**src/rtl/tetrix_pkg.sv**
```systemverilog
// Shared types for the Tetrix keyboard path: command codes, PS/2 scan codes,
// parser states and the scan-code to command key map.
package tetrix_pkg;

  localparam int unsigned CMD_W    = 3;
  localparam int unsigned NUM_CMDS = 7;
  localparam int unsigned SC_W     = 8;

  typedef enum logic [CMD_W-1:0] {
    CMD_NONE      = 3'd0,
    CMD_LEFT      = 3'd1,
    CMD_RIGHT     = 3'd2,
    CMD_ROTATE    = 3'd3,
    CMD_SOFT_DROP = 3'd4,
    CMD_HARD_DROP = 3'd5,
    CMD_PAUSE     = 3'd6,
    CMD_RESTART   = 3'd7
  } cmd_e;

  localparam logic [SC_W-1:0] SC_EXT   = 8'hE0;
  localparam logic [SC_W-1:0] SC_BREAK = 8'hF0;
  localparam logic [SC_W-1:0] SC_A     = 8'h1C;
  localparam logic [SC_W-1:0] SC_D     = 8'h23;
  localparam logic [SC_W-1:0] SC_W_KEY = 8'h1D;
  localparam logic [SC_W-1:0] SC_S     = 8'h1B;
  localparam logic [SC_W-1:0] SC_SPACE = 8'h29;
  localparam logic [SC_W-1:0] SC_P     = 8'h4D;
  localparam logic [SC_W-1:0] SC_ESC   = 8'h76;
  localparam logic [SC_W-1:0] SC_ARROW_LEFT  = 8'h6B;
  localparam logic [SC_W-1:0] SC_ARROW_RIGHT = 8'h74;
  localparam logic [SC_W-1:0] SC_ARROW_UP    = 8'h75;
  localparam logic [SC_W-1:0] SC_ARROW_DOWN  = 8'h72;

  typedef enum logic [1:0] {
    ST_IDLE,
    ST_BRK,
    ST_EXT,
    ST_EXT_BRK
  } parse_state_e;

  // Extended codes and normal codes live in separate maps; unmapped gives CMD_NONE.
  function automatic cmd_e map_key(input logic ext, input logic [SC_W-1:0] code);
    cmd_e key;
    key = CMD_NONE;
    if (ext) begin
      case (code)
        SC_ARROW_LEFT:  key = CMD_LEFT;
        SC_ARROW_RIGHT: key = CMD_RIGHT;
        SC_ARROW_UP:    key = CMD_ROTATE;
        SC_ARROW_DOWN:  key = CMD_SOFT_DROP;
        default:        key = CMD_NONE;
      endcase
    end else begin
      case (code)
        SC_A:     key = CMD_LEFT;
        SC_D:     key = CMD_RIGHT;
        SC_W_KEY: key = CMD_ROTATE;
        SC_S:     key = CMD_SOFT_DROP;
        SC_SPACE: key = CMD_HARD_DROP;
        SC_P:     key = CMD_PAUSE;
        SC_ESC:   key = CMD_RESTART;
        default:  key = CMD_NONE;
      endcase
    end
    return key;
  endfunction

endpackage

```
**src/rtl/keyboard_command_decoder_if.sv**
```systemverilog
// Scan-code input and command output bundle between the keyboard receiver,
// the decoder and the game controller.
interface keyboard_command_decoder_if;
  import tetrix_pkg::*;

  logic [SC_W-1:0]     scanCode;
  logic                scanValid;
  logic [CMD_W-1:0]    cmd;
  logic                cmdValid;
  logic                cmdReady;
  logic [NUM_CMDS-1:0] held;
  logic                overflow;

  modport master (
    output scanCode, scanValid, cmdReady,
    input  cmd, cmdValid, held, overflow
  );

  modport slave (
    input  scanCode, scanValid, cmdReady,
    output cmd, cmdValid, held, overflow
  );

endinterface

```
**src/rtl/cmd_fifo.sv**
```systemverilog
// Generic synchronous FIFO with a registered head word (zero when empty);
// simultaneous push and pop are honoured even when full.
module cmd_fifo #(
  parameter int unsigned WIDTH = 3,
  parameter int unsigned DEPTH = 4
) (
  input  logic             clk,
  input  logic             rst,
  input  logic             push,
  input  logic [WIDTH-1:0] din,
  input  logic             pop,
  output logic [WIDTH-1:0] dout,
  output logic             full,
  output logic             empty,
  output logic             overflow
);

  localparam int unsigned PTR_W = (DEPTH > 1) ? $clog2(DEPTH) : 1;
  localparam int unsigned CNT_W = $clog2(DEPTH) + 1;

  logic [WIDTH-1:0] mem [DEPTH];
  logic [PTR_W-1:0] wr_ptr;
  logic [PTR_W-1:0] rd_ptr;
  logic [CNT_W-1:0] count;

  logic             pop_ok_c;
  logic             push_ok_c;
  logic             overflow_c;
  logic [PTR_W-1:0] rd_next_c;
  logic [CNT_W-1:0] count_next_c;
  logic [WIDTH-1:0] head_next_c;

  // Next-cycle occupancy and head word, so dout/full/empty can be registered.
  always_comb begin
    pop_ok_c     = pop && !empty;
    push_ok_c    = push && (!full || pop_ok_c);
    overflow_c   = push && full && !pop_ok_c;
    rd_next_c    = pop_ok_c ? rd_ptr + PTR_W'(1) : rd_ptr;
    count_next_c = count + CNT_W'(push_ok_c) - CNT_W'(pop_ok_c);
    if (count_next_c == '0)
      head_next_c = '0;
    else if (push_ok_c && count_next_c == CNT_W'(1))
      head_next_c = din;
    else
      head_next_c = mem[rd_next_c];
  end

  always_ff @(posedge clk) begin
    if (rst) begin
      wr_ptr   <= '0;
      rd_ptr   <= '0;
      count    <= '0;
      dout     <= '0;
      full     <= 1'b0;
      empty    <= 1'b1;
      overflow <= 1'b0;
    end else begin
      if (push_ok_c) wr_ptr <= wr_ptr + PTR_W'(1);
      rd_ptr   <= rd_next_c;
      count    <= count_next_c;
      dout     <= head_next_c;
      full     <= (count_next_c == CNT_W'(DEPTH));
      empty    <= (count_next_c == '0);
      overflow <= overflow_c;
    end
  end

  always_ff @(posedge clk) begin
    if (!rst && push_ok_c) mem[wr_ptr] <= din;
  end

endmodule

```
**src/rtl/keyboard_command_decoder.sv**
```systemverilog
// Turns PS/2 make/break/extended byte sequences into Tetrix commands,
// tracks held keys to suppress typematic repeat, and queues commands.
module keyboard_command_decoder
  import tetrix_pkg::*;
#(
  parameter int unsigned FIFO_DEPTH     = 4,
  parameter int unsigned TIMEOUT_CYCLES = 1_000_000
) (
  input logic                       clk,
  input logic                       rst,
  keyboard_command_decoder_if.slave bus
);

  localparam int unsigned TO_W = $clog2(TIMEOUT_CYCLES + 1);

  parse_state_e        state;
  parse_state_e        state_next_c;
  logic [TO_W-1:0]     to_cnt;
  logic [NUM_CMDS-1:0] held;

  logic                ext_c;
  logic                make_c;
  logic                brk_c;
  cmd_e                key_c;
  logic                key_hit_c;
  logic [NUM_CMDS-1:0] key_mask_c;
  logic                push_c;
  logic                pop_c;
  logic                fifo_empty;
  logic                fifo_full_unused;

  // Sequence parser: classify the incoming byte and pick the next state.
  always_comb begin
    state_next_c = state;
    ext_c        = 1'b0;
    make_c       = 1'b0;
    brk_c        = 1'b0;
    if (bus.scanValid) begin
      if (bus.scanCode == SC_EXT) begin
        state_next_c = ST_EXT;
      end else begin
        case (state)
          ST_IDLE: begin
            if (bus.scanCode == SC_BREAK) state_next_c = ST_BRK;
            else make_c = 1'b1;
          end
          ST_EXT: begin
            if (bus.scanCode == SC_BREAK) begin
              state_next_c = ST_EXT_BRK;
            end else begin
              ext_c        = 1'b1;
              make_c       = 1'b1;
              state_next_c = ST_IDLE;
            end
          end
          ST_BRK: begin
            brk_c        = 1'b1;
            state_next_c = ST_IDLE;
          end
          ST_EXT_BRK: begin
            ext_c        = 1'b1;
            brk_c        = 1'b1;
            state_next_c = ST_IDLE;
          end
          default: state_next_c = ST_IDLE;
        endcase
      end
    end else if (state != ST_IDLE && to_cnt == TO_W'(TIMEOUT_CYCLES - 1)) begin
      state_next_c = ST_IDLE;
    end

    key_c      = map_key(ext_c, bus.scanCode);
    key_hit_c  = (key_c != CMD_NONE);
    key_mask_c = key_hit_c ? (NUM_CMDS'(1) << (key_c - CMD_W'(1))) : '0;
    push_c     = make_c && key_hit_c && ((held & key_mask_c) == '0);
  end

  // State, idle timeout and held bitmap registers.
  always_ff @(posedge clk) begin
    if (rst) begin
      state  <= ST_IDLE;
      to_cnt <= '0;
      held   <= '0;
    end else begin
      state <= state_next_c;
      if (bus.scanValid || state_next_c == ST_IDLE) to_cnt <= '0;
      else to_cnt <= to_cnt + TO_W'(1);
      if (make_c) held <= held | key_mask_c;
      else if (brk_c) held <= held & ~key_mask_c;
    end
  end

  assign pop_c = bus.cmdReady && !fifo_empty;

  cmd_fifo #(
    .WIDTH (CMD_W),
    .DEPTH (FIFO_DEPTH)
  ) u_fifo (
    .clk      (clk),
    .rst      (rst),
    .push     (push_c),
    .din      (key_c),
    .pop      (pop_c),
    .dout     (bus.cmd),
    .full     (fifo_full_unused),
    .empty    (fifo_empty),
    .overflow (bus.overflow)
  );

  assign bus.cmdValid = !fifo_empty;
  assign bus.held     = held;

endmodule

```
**src/flat_wrapper.sv**
```systemverilog
// flat-port wrapper written by rule: the top's interface ports become plain ports
module keyboard_command_decoder_flat import tetrix_pkg::*;
#(
  parameter int unsigned FIFO_DEPTH     = 4,
  parameter int unsigned TIMEOUT_CYCLES = 1_000_000
)
  (clk, rst, bus_scanCode, bus_scanValid, bus_cmdReady, bus_cmd, bus_cmdValid, bus_held, bus_overflow);
  keyboard_command_decoder_if bus_i ();
  input logic clk;
  input logic rst;
  input wire logic [$bits(bus_i.scanCode)-1:0] bus_scanCode;
  input wire logic [$bits(bus_i.scanValid)-1:0] bus_scanValid;
  input wire logic [$bits(bus_i.cmdReady)-1:0] bus_cmdReady;
  output wire logic [$bits(bus_i.cmd)-1:0] bus_cmd;
  output wire logic [$bits(bus_i.cmdValid)-1:0] bus_cmdValid;
  output wire logic [$bits(bus_i.held)-1:0] bus_held;
  output wire logic [$bits(bus_i.overflow)-1:0] bus_overflow;
  assign bus_i.scanCode = bus_scanCode;
  assign bus_i.scanValid = bus_scanValid;
  assign bus_i.cmdReady = bus_cmdReady;
  assign bus_cmd = bus_i.cmd;
  assign bus_cmdValid = bus_i.cmdValid;
  assign bus_held = bus_i.held;
  assign bus_overflow = bus_i.overflow;
  keyboard_command_decoder #(.FIFO_DEPTH(FIFO_DEPTH), .TIMEOUT_CYCLES(TIMEOUT_CYCLES)) u_core (.clk(clk), .rst(rst), .bus(bus_i));
endmodule
```
**config.mk**
```make
export PLATFORM = sky130hd
export DESIGN_NAME = keyboard_command_decoder_flat
export DESIGN_NICKNAME = d
export VERILOG_FILES = /design/src/rtl/tetrix_pkg.sv /design/src/rtl/keyboard_command_decoder_if.sv /design/src/rtl/cmd_fifo.sv /design/src/rtl/keyboard_command_decoder.sv /design/src/flat_wrapper.sv
export SDC_FILE = /design/constraint.sdc
export NUM_CORES = 1
export LEC_CHECK = 0
export BUFFER_PORTS_ARGS = -buffer_cell sky130_fd_sc_hd__buf_2
export CORE_UTILIZATION = 40
export CTS_BUF_LIST = sky130_fd_sc_hd__clkbuf_16
export CTS_CLUSTER_DIAMETER = 150
export DETAILED_ROUTE_END_ITERATION = 12
export PLACE_DENSITY = 0.68
export REMOVE_ABC_BUFFERS = 1
export SYNTH_ARGS = -nofsm -noshare
export SYNTH_HDL_FRONTEND = slang
export SYNTH_SLANG_ARGS = --single-unit
```
**constraint.sdc**
```tcl
create_clock -name clk -period 5.89 [get_ports clk]
set_input_delay 0 -clock clk [delete_from_list [all_inputs] [get_ports clk]]
set_output_delay 0 -clock clk [all_outputs]
set_load 0.03 [all_outputs]
```
* Yosys cells after proc, flatten, opt, wreduce, memory -nomap -nowiden
Memory sizes are Yosys's and may differ from the RTL's. Index checks and enable logic that the tools add are counted.
Cells by class: mux-type cells 26, shifts and indexed selects 1, equal/unequal tests 19, order comparisons 0, $mul 0, bitwise operators 4, div/mod/pow operators 0, reductions and logical operators 27, add/sub/neg operators 6
Operators with widths (count):
- $eq A8 B7 Y1 const B | 6
- $eq A8 B5 Y1 const B | 3
- $mux W7 | 3
- $pmux W3 S7 | 1
- $add A20 B1 Y20 const B | 1
- $eq A20 B20 Y1 const B | 1
- $eq A8 B6 Y1 const B | 2
- $eq A8 B8 Y1 const B | 2
- $and A7 B7 Y7 | 2
- $mux W2 | 6
- $pmux W3 S4 | 1
- $mux W1 | 11
- $logic_and A1 B1 Y1 | 10
- $reduce_or A2 Y1 | 4
- $logic_not A7 Y1 | 1
- $not A7 Y7 | 1
- $or A7 B7 Y7 | 1
- $shl A1 B3 Y7 const A | 1
- $mux W3 | 2
- $pmux W2 S3 | 1
- $add A2 B1 Y2 const B | 2
- $eq A2 B2 Y1 const B | 2
- $logic_not A1 Y1 | 4
- $logic_not A2 Y1 | 2
- 11 further kinds | 13
Word-level totals: memories 1, output and inout port bits 12, bits in writable memories 12, latch bits 0, ROM bits 0, word-level logic and storage cells 94, register bits 42
Memory list:
- u_core.u_fifo.mem | depth 4, width 3, rd ports 1, clocked after memory_dff 0, write ports 1, line cmd_fifo.sv:21 | logic [WIDTH-1:0] mem [DEPTH];

* Depth between registers and ports, before layout
Gate-level depths: netlist (run 1).
depth after elaboration 18, gate-level depth with buffers 24, depth with buffers taken out 22

* Cells and area by module
Synthesis (run 1) repeated with hierarchy kept, for this count alone.
Unflattened totals: cell total of the unflattened synthesis 296, area total of the unflattened synthesis 2887.8 µm²
By module, submodules not included:
- keyboard_command_decoder | area an instance 1757.9 µm², cells each 207, seq. area each 580.6 µm², times used 1
- cmd_fifo | area an instance 1129.8 µm², cells each 89, seq. area each 620.6 µm², times used 1

* Worst setup path before layout (run 1)
No wires, ideal clock.
kind register to register, from register u_core.state[0], to register u_core.u_fifo.dout[0], required time 5.818 ns, slack 1.489 ns, arrival time 4.330 ns, library setup time 0.072 ns, cell stages (with the launch flop) 23, cells stage by stage dfxtp_1 nand2_1 a41oi_2 buf_4 o21ai_0 inv_1 ha_1 buf_1 nor2b_1 and4b_1 a22oi_1 o2111a_2 nand3_4 nand2b_4 ha_1 inv_1 ha_1 fa_1 xnor2_1 xnor2_1 nand3b_1 nor3_4 mux2i_1
Between the ends: cells in the longest elaborated chain, start to end 17
RTL lines:
- start: declaration | line keyboard_command_decoder.sv:16 | parse_state_e state;
- start signal: assignment | line keyboard_command_decoder.sv:85 | state <= state_next_c;
- $eq A2 B2 Y1 | line keyboard_command_decoder.sv:42 | case (state)
- $pmux W1 S2 (*) | line keyboard_command_decoder.sv:42
- $mux W1 (*) | line keyboard_command_decoder.sv:39 | if (bus.scanCode == SC_EXT) begin
- $mux W1 (*) | line keyboard_command_decoder.sv:38 | if (bus.scanValid) begin
- $mux W3 (*) | line tetrix_pkg.sv:45 | if (ext) begin
- named net u_core.key_c[2] | line keyboard_command_decoder.sv:24 | cmd_e key_c;
- $sub A3 B1 Y3 | line keyboard_command_decoder.sv:74 | key_mask_c = key_hit_c ? (NUM_CMDS'(1) << (key_c - CMD_W'(1))) : '0;
- $shl A1 B3 Y7 | line keyboard_command_decoder.sv:74
- (+2 left out)
- $logic_not A7 Y1 | line keyboard_command_decoder.sv:75 | push_c = make_c && key_hit_c && ((held & key_mask_c) == '0);
- $logic_and A1 B1 Y1 (*) | line keyboard_command_decoder.sv:75
- $logic_and A1 B1 Y1 (*) | line cmd_fifo.sv:36 | push_ok_c = push && (!full || pop_ok_c);
- $add A3 B1 Y3 | line cmd_fifo.sv:39 | count_next_c = count + CNT_W'(push_ok_c) - CNT_W'(pop_ok_c);
- $sub A3 B1 Y3 | line cmd_fifo.sv:39
- $eq A3 B1 Y1 | line cmd_fifo.sv:42 | else if (push_ok_c && count_next_c == CNT_W'(1))
- $logic_and A1 B1 Y1 | line cmd_fifo.sv:42
- $mux W3 | line cmd_fifo.sv:42
- end signal: assignment | line cmd_fifo.sv:61 | dout <= head_next_c;
- end: declaration | line cmd_fifo.sv:12 | output logic [WIDTH-1:0] dout,
Mark *: on every way through the listed nets, which the timed path passes. The rest lies on a longest branch. A chain may end at the register's enable or synchronous reset.

* Worst setup path after layout (run 1)
from register u_core.state[0], to register u_core.u_fifo.dout[1]
The elaborated chain is that of the path after synthesis.

==> metrics.md, run 1 <==
| Metric | Value |
|---|---|
| Via count | `2186` |
| Final setup fails | `0` |
| DRT Wirelength | `5.35 mm` |
| Clk buf depth | `2` |
| MaxCap Viol Count | `0` |
| Final Max Slew Viols | `0` |
| Combinational Power Share | `0.173` |
| Tot GR Track Use | `0.158` |
| Worst Hold Class | `primary input to register` |
| Seq pwr share | `0.455` |
| Power consumption | `0.887 mW` |
| Share of layout cells above drive strength 1 | `0.152` |
| Fin cells | `418` |
| DR pass1 iterations | `4` |
| Post-Syn Area | `2810 um^2` |
| Critical Path Max Stage Delay | `0.66 ns` |
| DIE AREA | `7350 um^2` |
| Placer congestion estimate | `0.833` |
| Die H | `85.7 um` |
| Ports | `24` |
| Reg clk slew, reported paths | `0.07 ns` |
| Async set-reset flop share out of synthesis | `0` |
| Clock Skew | `0.00526 ns` |
| First-pass GRT wire length | `9.36 mm` |
| CTS root buffer | `clkbuf_16` |
| VDD IR max | `0.000153 V` |
| Clk pwr share | `0.372` |
| Seq/Total Area, Yosys | `0.428` |
| Num CTS Buffers | `5` |
| Count leader, synth | `dfxtp_1` |
| CTS hold repair buffers | `0` |
| DRC | `0` |
| GR Overflow Total | `0` |
| Area leader, netlist | `dfxtp_1` |
| Clk_lat worst skew | `0.29 ns` |
| Hold WS | `0.0497 ns` |
| Row count | `30` |
| Final Hold Vio Count | `0` |
| Unrepaired setup endpoints after global routing | `false` |
| Synth top cells by count | `dfxtp_1, nor2_1, nand2_1, inv_1, nand3_1` |
| Total core area | `6790 um^2` |
| Worst Path Arrival | `5.20 ns` |
| LEAKAGE | `1.14 nW` |
| Switching share of power | `0.259` |
| Die width | `85.7 um` |
| Worst-path cell chain | `nand2_1, a41oi_2, o21ai_0, inv_1, ha_1, nor2b_1, and4b_1, a22oi_1, o2111a_2, nand3_4, nand2b_4, ha_1, inv_1, ha_1, fa_1, xnor2_1, xnor2_1, nand3b_1, nor3_4, mux2i_1` |
| Inst Count DP | `410` |
| Setup TNS Final | `0 ns` |
| Top_reg_cell synth | `dfxtp_1` |
| Internal | `0.658 mW` |
| Status | `completed` |
| Drt wl/cell | `12.8 um` |
| CP startpoint kind | `register` |
| Power Density | `279 nW/um^2` |
| DP Wirelength | `3.96 mm` |
| PortBufs | `23` |
| Initial core utilization | `0.413` |
| CP Capture Type | `register` |
| Worst slack, placed | `0.983 ns` |
| Post-synthesis register bit count | `54` |
| Post-Syn Instances | `298` |
| Clock Sink Count | `54` |
| Maximum clock rate | `200 MHz` |
| Post-synth EDFFs | `12` |
| Slew @ Worst Pin | `0.717 ns` |
| CTS tree | `yes` |
| Post-synth top area share | `0.300` |
| CP max FO | `11` |
| Post-CTS Resized | `0` |
| Yosys warnings | `0` |
| Post-route setup slack | `0.901 ns` |
| Initial drt markers | `87` |
| Diode count | `0` |
| Avg Cell Area, Syn | `9.41 um^2` |
| Average via count per standard cell | `5.23` |
| CP required | `6.10 ns` |
| Pin count of the biggest net entering global routing | `25` |
| H-tree Lvls | `2` |
| Worst path most repeated cell | `ha_1` |
| Setup CP Type | `register to register` |
| Layout net count | `342` |
| Relative slew slack | `0.517` |
| Largest cells by area after synthesis | `dfxtp_1, edfxtp_1, nor2_1, nand2_1, xnor2_1` |
| Vias in the first global route | `2089` |
| WP buf/inv | `2` |
| Slowest CP cell | `o21ai_0` |
| Synth cell types | `57` |
| P_sw | `0.230 mW` |
| Synth-to-layout area growth | `13.3%` |
| Cell family with most CP delay | `compound AO/OA/AOI/OAI gates` |
| Post-route antenna net violation count | `0` |
| Period utilization | `0.847` |
| Clock period minus worst slack | `4.99 ns` |
| Initial antenna violation count | `0` |
| Post-CTS Setup Repair Bufs | `0` |
-- worst reg2reg max path, stage by stage (launching register included) --
cell      delay [ns]
dfxtp_1         0.34
nand2_1         0.10
a41oi_2         0.25
o21ai_0         0.66
inv_1           0.10
ha_1            0.42
nor2b_1         0.19
and4b_1         0.19
a22oi_1         0.19
o2111a_2        0.26
nand3_4         0.12
nand2b_4        0.19
ha_1            0.28
inv_1           0.04
ha_1            0.18
fa_1            0.38
xnor2_1         0.15
xnor2_1         0.29
nand3b_1        0.16
nor3_4          0.22
mux2i_1         0.21
-- power groups by stage --
stage          combinational, mW  sequential, mW  clock [mW]
5_1_grt                    0.174           0.406       0.355
6_report                   0.154           0.404       0.330
2_1_floorplan              0.111           0.419           0
3_5_place_dp               0.154           0.412           0
4_1_cts                    0.155           0.404       0.338
3_3_place_gp               0.151           0.412           0
-- cells by family after synthesis --
family / count (synthesis) / synth area share
multiplexers: 10 / 0.0513
buffers and inverters: 20 / 0.0290
AND/OR/NAND/NOR: 146 / 0.293
flip-flops: 54 / 0.428
XOR/XNOR: 22 / 0.0687
AO/OA/AOI/OAI: 37 / 0.0865
adder cells (fa/ha/maj): 9 / 0.0428
-- layout make-up --
type,count,area (um^2)
well taps,96,120
repair buffers,23,115
clock inverters,3,45.0
flip-flops and latches,54,1200
multi-input cells,224,1520
inverters,13,48.8
clock buffers,5,125
fillers,669,3620
-- through the flow --
stage	instance area, um^2	util
after CTS	3180	0.468
after global placement	3010	0.443
after detailed placement	3010	0.443
final	3180	0.468
after global routing	3180	0.468
after floorplan	2770	-
-- cells in the final DEF, fill, tap and decap left out, drive strengths merged, types with 10 or more instances in the layout --
cell type / count
xor2: 10
o21ai: 12
nand2: 29
buf: 23
dfxtp: 42
xnor2: 12
a21oi: 13
edfxtp: 12
inv: 13
nand3: 14
nor2: 37
-- routing by layer --
metal | up-vias | part of all wire | track usage
li1 | 1099 | - | -
met1 | 1040 | 0.48 | 0.202
met2 | 37 | 0.47 | 0.267
met3 | 10 | 0.038 | 0.0356
met4 | 0 | 0.012 | 0.0455
met5 | - | 0 | 0
-- final timing paths --
kind | startpoint | to | slack (ns) | cells past startpoint
worst min register to register | u_core.to_cnt[0] | u_core.to_cnt[0] | 0.46 | 1
worst max register to register | u_core.state[0] | u_core.u_fifo.dout[1] | 0.90 | 20
worst min-delay path | bus_scanValid | u_core.state[0] | 0.05 | 3
worst max-delay path | u_core.state[0] | u_core.u_fifo.dout[1] | 0.90 | 20
(Power assumes the default switching activity.)
==> run 2: changes to the inputs <==
--- a/config.mk
+++ b/config.mk
@@ -5,6 +5,7 @@
 export SDC_FILE = /design/constraint.sdc
 export NUM_CORES = 1
 export LEC_CHECK = 0
+export ABC_AREA = 1
 export BUFFER_PORTS_ARGS = -buffer_cell sky130_fd_sc_hd__buf_2
 export CORE_UTILIZATION = 40
 export CTS_BUF_LIST = sky130_fd_sc_hd__clkbuf_16
==> constraint.sdc (replaced) <==
create_clock -name clk -period 5.1 [get_ports clk]
set_input_delay 0 -clock clk [delete_from_list [all_inputs] [get_ports clk]]
set_output_delay 0 -clock clk [all_outputs]
set_load 0.03 [all_outputs]
==> run 2 against run 1 <==
Core utilization increased by 0.93 points. Sequential share of layout area fell by 1.5 points. Setup slack got worse by 0.19 ns. Die area increased by 5.0%. Largest cell class unchanged.
==> metrics.md, run 2 <==
| Metric | Value |
|---|---|
| Status | `completed` |
| Worst Path Arrival | `4.57 ns` |
| DP Wirelength | `4.14 mm` |
| Area of the multi-input gates | `1500 um^2` |
| Clock Skew | `0.00971 ns` |
| Seq/Total Area, Yosys | `0.407` |
| H-tree Lvls | `2` |
| Setup CP Type | `register to register` |
| Relative slew slack | `0.486` |
| Share of layout cells above drive strength 1 | `0.135` |
| Reg clk slew, reported paths | `0.07 ns` |
| Post-CTS Setup Repair Bufs | `0` |
| Total core area | `6940 um^2` |
| First-pass GRT wire length | `9.38 mm` |
| CTS tree | `yes` |
| Hold depth | `2` |
| Post-synthesis register bit count | `54` |
| Die width | `87.8 um` |
| Average via count per standard cell | `4.70` |
| Pin count of the biggest net entering global routing | `21` |
| Synth top cells by count | `nand2_1, nor2_1, inv_1, dfxtp_1, a21oi_1` |
| Final Max Slew Viols | `0` |
| DIE AREA | `7720 um^2` |
| Largest cells by area after synthesis | `dfxtp_1, edfxtp_1, nand2_1, nor2_1, inv_1` |
| Row count | `30` |
| Fillers | `714` |
| Max layer used | `met4` |
| Hold WS | `0.0584 ns` |
| Unrepaired setup endpoints after global routing | `false` |
| Clock period minus worst slack | `4.39 ns` |
| Num CTS Buffers | `5` |
| CTS hold repair buffers | `0` |
| CP Capture Type | `register` |
| Final Hold Vio Count | `0` |
| HP Start | `rst` |
| Period utilization | `0.861` |
| Met3 wire len | `131 um` |
| Synth-to-layout area growth | `12.4%` |
| Initial core utilization | `0.425` |
| Setup TNS Final | `0 ns` |
| CP startpoint kind | `register` |
| Power Density | `311 nW/um^2` |
| Worst setup path startpoint | `u_core.state[0]` |
| CP required | `5.28 ns` |
| Initial drt markers | `112` |
| Slew @ Worst Pin | `0.769 ns` |
| DP Area | `3170 um^2` |
| LEAKAGE | `1.38 nW` |
| VDD IR max | `0.000172 V` |
| Clk_lat worst skew | `0.29 ns` |
| Post-synth EDFFs | `12` |
| Worst reg2reg path endpoint | `u_core.u_fifo.dout[0]` |
| Count leader, synth | `nand2_1` |
| Post-CTS Resized | `0` |
| Final Cell Area | `3310 um^2` |
| PortBufs | `23` |
| FF/Latch Area | `1200 um^2` |
| DR WL met2 | `2.66 mm` |
| Synth cell types | `35` |
| Ports | `24` |
| WL met1 | `2.46 mm` |
| Placer congestion estimate | `0.837` |
| Via count | `2477` |
| MaxCap Viol Count | `0` |
| Tot GR Track Use | `0.152` |
| CP max FO | `6` |
| Avg Cell Area, Syn | `7.30 um^2` |
| Vias in the first global route | `2289` |
| Top_reg_cell synth | `dfxtp_1` |
| Area leader, netlist | `dfxtp_1` |
| DRC | `0` |
| Post-Syn Area | `2950 um^2` |
| DR pass1 iterations | `5` |
| Diode count | `0` |
| Maximum clock rate | `228 MHz` |
| Hold worst-path end | `u_core.u_fifo.rd_ptr[1]` |
| Worst Hold Class | `primary input to register` |
| Post-Syn Instances | `404` |
| CTS root buffer | `clkbuf_16` |
| Die H | `87.8 um` |
| Post-synth top area share | `0.285` |
| Yosys warnings | `0` |
| Layout net count | `451` |
| Clock Sink Count | `54` |
| Final setup fails | `0` |
| GR Overflow Total | `0` |
| R2r startpoint | `u_core.state[0]` |
| Commonest non-fill, non-tap cell in the layout | `nand2_1` |
| Post-route antenna net violation count | `0` |
| Drt wl/cell | `10.1 um` |
| Async set-reset flop share out of synthesis | `0` |
| Initial antenna violation count | `0` |
| DRT Wirelength | `5.32 mm` |
| R2R setup slack | `0.71 ns` |
| Clk buf depth | `2` |
| R2R depth | `25` |
| Commonest cells after routing, fill and taps aside | `nand2_1, nor2_1, inv_1, dfxtp_1, buf_2` |
## run 2: routing by layer
| layer | up-vias | global-route usage |
|---|---|---|
| li1 | 1333 | - |
| met1 | 1106 | 0.175 |
| met2 | 31 | 0.287 |
| met3 | 7 | 0.0283 |
| met4 | 0 | 0.0358 |
| met5 | - | 0 |
## run 2: final cells by class
cell class	instances	share of cell area
clock buffer	5	0.0378
inverter	61	0.0691
multi-input combinational	285	0.453
timing repair buffer	23	0.0347
tap	96	0.0363
clock inverter	3	0.00680
sequential	54	0.363
## run 2: kinds of logic after synthesis
logic type,share of synthesized area
DFF,0.407
xor gates and xnor gates,0.0327
and+or+nand+nor,0.377
adders and majority gates,0.0407
AOI/OAI and AO/OA,0.0582
buffers and inverters,0.0836
## run 2: worst max path at each step
stage | endpoint | cells after the start | slack, ns
2_1_floorplan | u_core.u_fifo.dout[2] | 25 | 1.20
3_5_place_dp | u_core.u_fifo.dout[0] | 28 | 0.69
4_1_cts | u_core.u_fifo.dout[0] | 25 | 0.65
5_1_grt | u_core.u_fifo.dout[0] | 25 | 0.29
3_3_place_gp | u_core.u_fifo.dout[2] | 28 | 0.81
6_report | u_core.u_fifo.dout[0] | 25 | 0.71
## run 2: power breakdown
part | internal (mW) | total (mW) | switching (mW)
sequential | 0.463 | 0.473 | 0.00942
clock | 0.185 | 0.337 | 0.153
combinational | 0.0737 | 0.222 | 0.148
total | 0.721 | 1.03 | 0.310
## run 2: through the flow
step	power (mW)	util	setup WS, ns	std cells
2_1_floorplan	0.653	-	1.20	400
3_3_place_gp	0.702	0.456	0.811	519
3_5_place_dp	0.706	0.456	0.685	519
4_1_cts	1.04	0.477	0.654	527
5_1_grt	1.10	0.477	0.286	527
6_report	1.03	0.477	0.710	527
## run 2: worst max-delay path, cell delays in order (launching register included)
cell and delay (ns):
dfxtp_1 0.33, inv_1 0.13, nand3_4 0.13, nand3_4 0.12
inv_1 0.06, o21ai_0 0.53, inv_1 0.10, ha_1 0.33
inv_1 0.06, nor2_1 0.06, inv_1 0.11, nor2_1 0.08
nand2_1 0.06, nand2_1 0.07, nor2_4 0.15, nand3_2 0.14
ha_1 0.31, inv_1 0.04, ha_1 0.18, fa_1 0.38
xor2_1 0.16, xor2_1 0.15, nor3_1 0.28, nand4_4 0.16
nor2_1 0.11, nor2_1 0.05
==> run 3: changes to the inputs <==
--- a/config.mk
+++ b/config.mk
@@ -5,7 +5,7 @@
 export SDC_FILE = /design/constraint.sdc
 export NUM_CORES = 1
 export LEC_CHECK = 0
-export ABC_AREA = 1
+export ABC_AREA = 0
 export BUFFER_PORTS_ARGS = -buffer_cell sky130_fd_sc_hd__buf_2
 export CORE_UTILIZATION = 40
 export CTS_BUF_LIST = sky130_fd_sc_hd__clkbuf_16
@@ -13,6 +13,7 @@
 export DETAILED_ROUTE_END_ITERATION = 12
 export PLACE_DENSITY = 0.68
 export REMOVE_ABC_BUFFERS = 1
+export SETUP_SLACK_MARGIN = 0.15
 export SYNTH_ARGS = -nofsm -noshare
 export SYNTH_HDL_FRONTEND = slang
 export SYNTH_SLANG_ARGS = --single-unit
==> run 3 against run 2 <==
Clock skew shrank 0.0055 ns. Cell count shrank 20%. Non-clock buffer count grew 6. Sequential cell count is the same. Critical path depth shrank 3. Count of clock-buffer cells in the layout is the same. Core utilization shrank 0.069 points. Sequential power shrank 1%. Cell area shrank 2.3%. Critical path type unchanged. Critical endpoint unchanged. Largest cell class unchanged.
==> metrics.md, run 3 (synthesis results as in run 1) <==
| Metric | Value |
|---|---|
| Fin cells | `424` |
| Placer congestion estimate | `0.837` |
| Reg clk slew, reported paths | `0.07 ns` |
| Row count | `30` |
| MaxCap Viol Count | `0` |
| Status | `completed` |
| Setup CP Type | `register to register` |
| P_sw | `0.288 mW` |
| Num CTS Buffers | `5` |
| Inst Count DP | `412` |
| LEAKAGE | `1.18 nW` |
| Synth-to-layout area growth | `15.4%` |
| DRT Wirelength | `5.44 mm` |
| Via count | `2186` |
| Combinational Power Share | `0.208` |
| Power consumption | `1.03 mW` |
| CTS root buffer | `clkbuf_16` |
| Layout net count | `348` |
| GR Overflow Total | `0` |
| PortBufs | `23` |
| Post-route antenna net violation count | `0` |
| Clk pwr share | `0.338` |
| Relative slew slack | `0.587` |
| Period utilization | `0.898` |
| DR pass1 iterations | `4` |
| Average via count per standard cell | `5.16` |
| Clock period minus worst slack | `4.58 ns` |
| Clk_lat worst skew | `0.29 ns` |
| Die H | `85.7 um` |
| VDD IR max | `0.000138 V` |
| Setup TNS Final | `0 ns` |
| Drt wl/cell | `12.8 um` |
| Final Cell Area | `3240 um^2` |
| Post-route setup slack | `0.522 ns` |
| Unrepaired setup endpoints after global routing | `false` |
| Worst Hold Class | `primary input to register` |
| Clock Sink Count | `54` |
| Die width | `85.7 um` |
| First-pass GRT wire length | `9.05 mm` |
| Clock Skew | `0.00425 ns` |
| Maximum clock rate | `218 MHz` |
| H-tree Lvls | `2` |
| Slew @ Worst Pin | `0.618 ns` |
| Pin count of the biggest net entering global routing | `25` |
| CP max FO | `7` |
| Power Density | `319 nW/um^2` |
| DIE AREA | `7350 um^2` |
| CTS hold repair buffers | `0` |
| Internal | `0.744 mW` |
| Worst Path Arrival | `4.80 ns` |
| DRC | `0` |
| Initial core utilization | `0.413` |
| Final Max Slew Viols | `0` |
| Seq pwr share | `0.454` |
| Worst slack, placed | `0.303 ns` |
| Switching share of power | `0.279` |
| Commonest cells after routing, fill and taps aside | `dfxtp_1, nor2_1, nand2_1, buf_2` |
| Commonest non-fill, non-tap cell in the layout | `dfxtp_1` |
| CTS tree | `yes` |
| Ports | `24` |
| CP required | `5.32 ns` |
| DP Wirelength | `3.92 mm` |
| Initial antenna violation count | `0` |
| Share of layout cells above drive strength 1 | `0.180` |
| Vias in the first global route | `2080` |
| Initial drt markers | `53` |
| Diode count | `0` |
| Tot GR Track Use | `0.152` |
| CP Capture Type | `register` |
| Final setup fails | `0` |
| CP startpoint kind | `register` |
| Final Hold Vio Count | `0` |
| Clk buf depth | `2` |
| DP Area | `3020 um^2` |
| Total core area | `6790 um^2` |
[run 3: cell count changes in the layout (fill, tap and decap cells not counted), sizes merged, moves of 7 or more]
cell	before	now
nand4	16	4
inv	63	15
nand2	102	29
and3	0	8
xnor2	2	12
nor2b	0	7
nor2	81	37
[run 3: area by class of cell]
type                            count  area, um^2
Tap cell                           96         120
Timing Repair Buffer               29         160
Clock buffer                        5         125
Inverter                           13        48.8
Sequential cell                    54        1200
Fill cell                         643        3560
Multi-Input combinational cell    224        1550
Clock inverter                      3        28.8
[run 3: layer usage]
metal,share of wire,global-route usage,routed length (um)
met1,0.48,0.191,2630
met2,0.48,0.267,2630
met3,0.024,0.0298,128
met4,0.0088,0.0439,48
met5,0,0,0
[run 3: what timing repair did]
action | 4_1_cts | 5_1_grt
setup endpoints to repair | 0 | 4
resized for setup | 0 | 5
buffers inserted | 0 | 4
[run 3: path summary, 6_finish.rpt]
| check | from | to | slack [ns] | depth (start not counted) |
|---|---|---|---|---|
| setup reg to reg | u_core.state[0] | u_core.u_fifo.dout[0] | 0.52 | 22 |
| hold / removal | bus_scanValid | u_core.state[0] | 0.06 | 3 |
| hold reg to reg | u_core.to_cnt[0] | u_core.to_cnt[0] | 0.46 | 1 |
| setup / recovery | u_core.state[0] | u_core.u_fifo.dout[0] | 0.52 | 22 |
[run 3: worst max-delay path, stage by stage (launching register included)]
cell and delay (ns):
dfxtp_2 0.34, nand2_1 0.11, a41oi_4 0.14, buf_4 0.17
o21ai_0 0.16, buf_4 0.17, inv_1 0.05, ha_2 0.33
nor2b_1 0.17, and4b_1 0.18, a22oi_1 0.19, o2111a_2 0.25
nand3_4 0.12, nand2b_4 0.18, ha_1 0.27, inv_1 0.04
ha_1 0.18, fa_1 0.41, xnor2_2 0.17, xnor2_2 0.23
nand3b_1 0.16, nor3_4 0.26, mux2i_1 0.20
[run 3: power by group through the flow]
stage	clock [mW]	sequential (mW)	combinational (mW)
floorplan	0	0.484	0.128
global placement	0	0.476	0.183
detailed placement	0	0.477	0.185
CTS	0.357	0.467	0.186
global route	0.371	0.470	0.237
finish	0.349	0.468	0.215
[run 3: through the flow]
stage | hold slack [ns] | util
after floorplan | 0.0691 | -
after global placement | 0.346 | 0.445
after detailed placement | 0.370 | 0.445
after CTS | 0.0728 | 0.468
after global routing | 0.0862 | 0.476
final | 0.0583 | 0.476
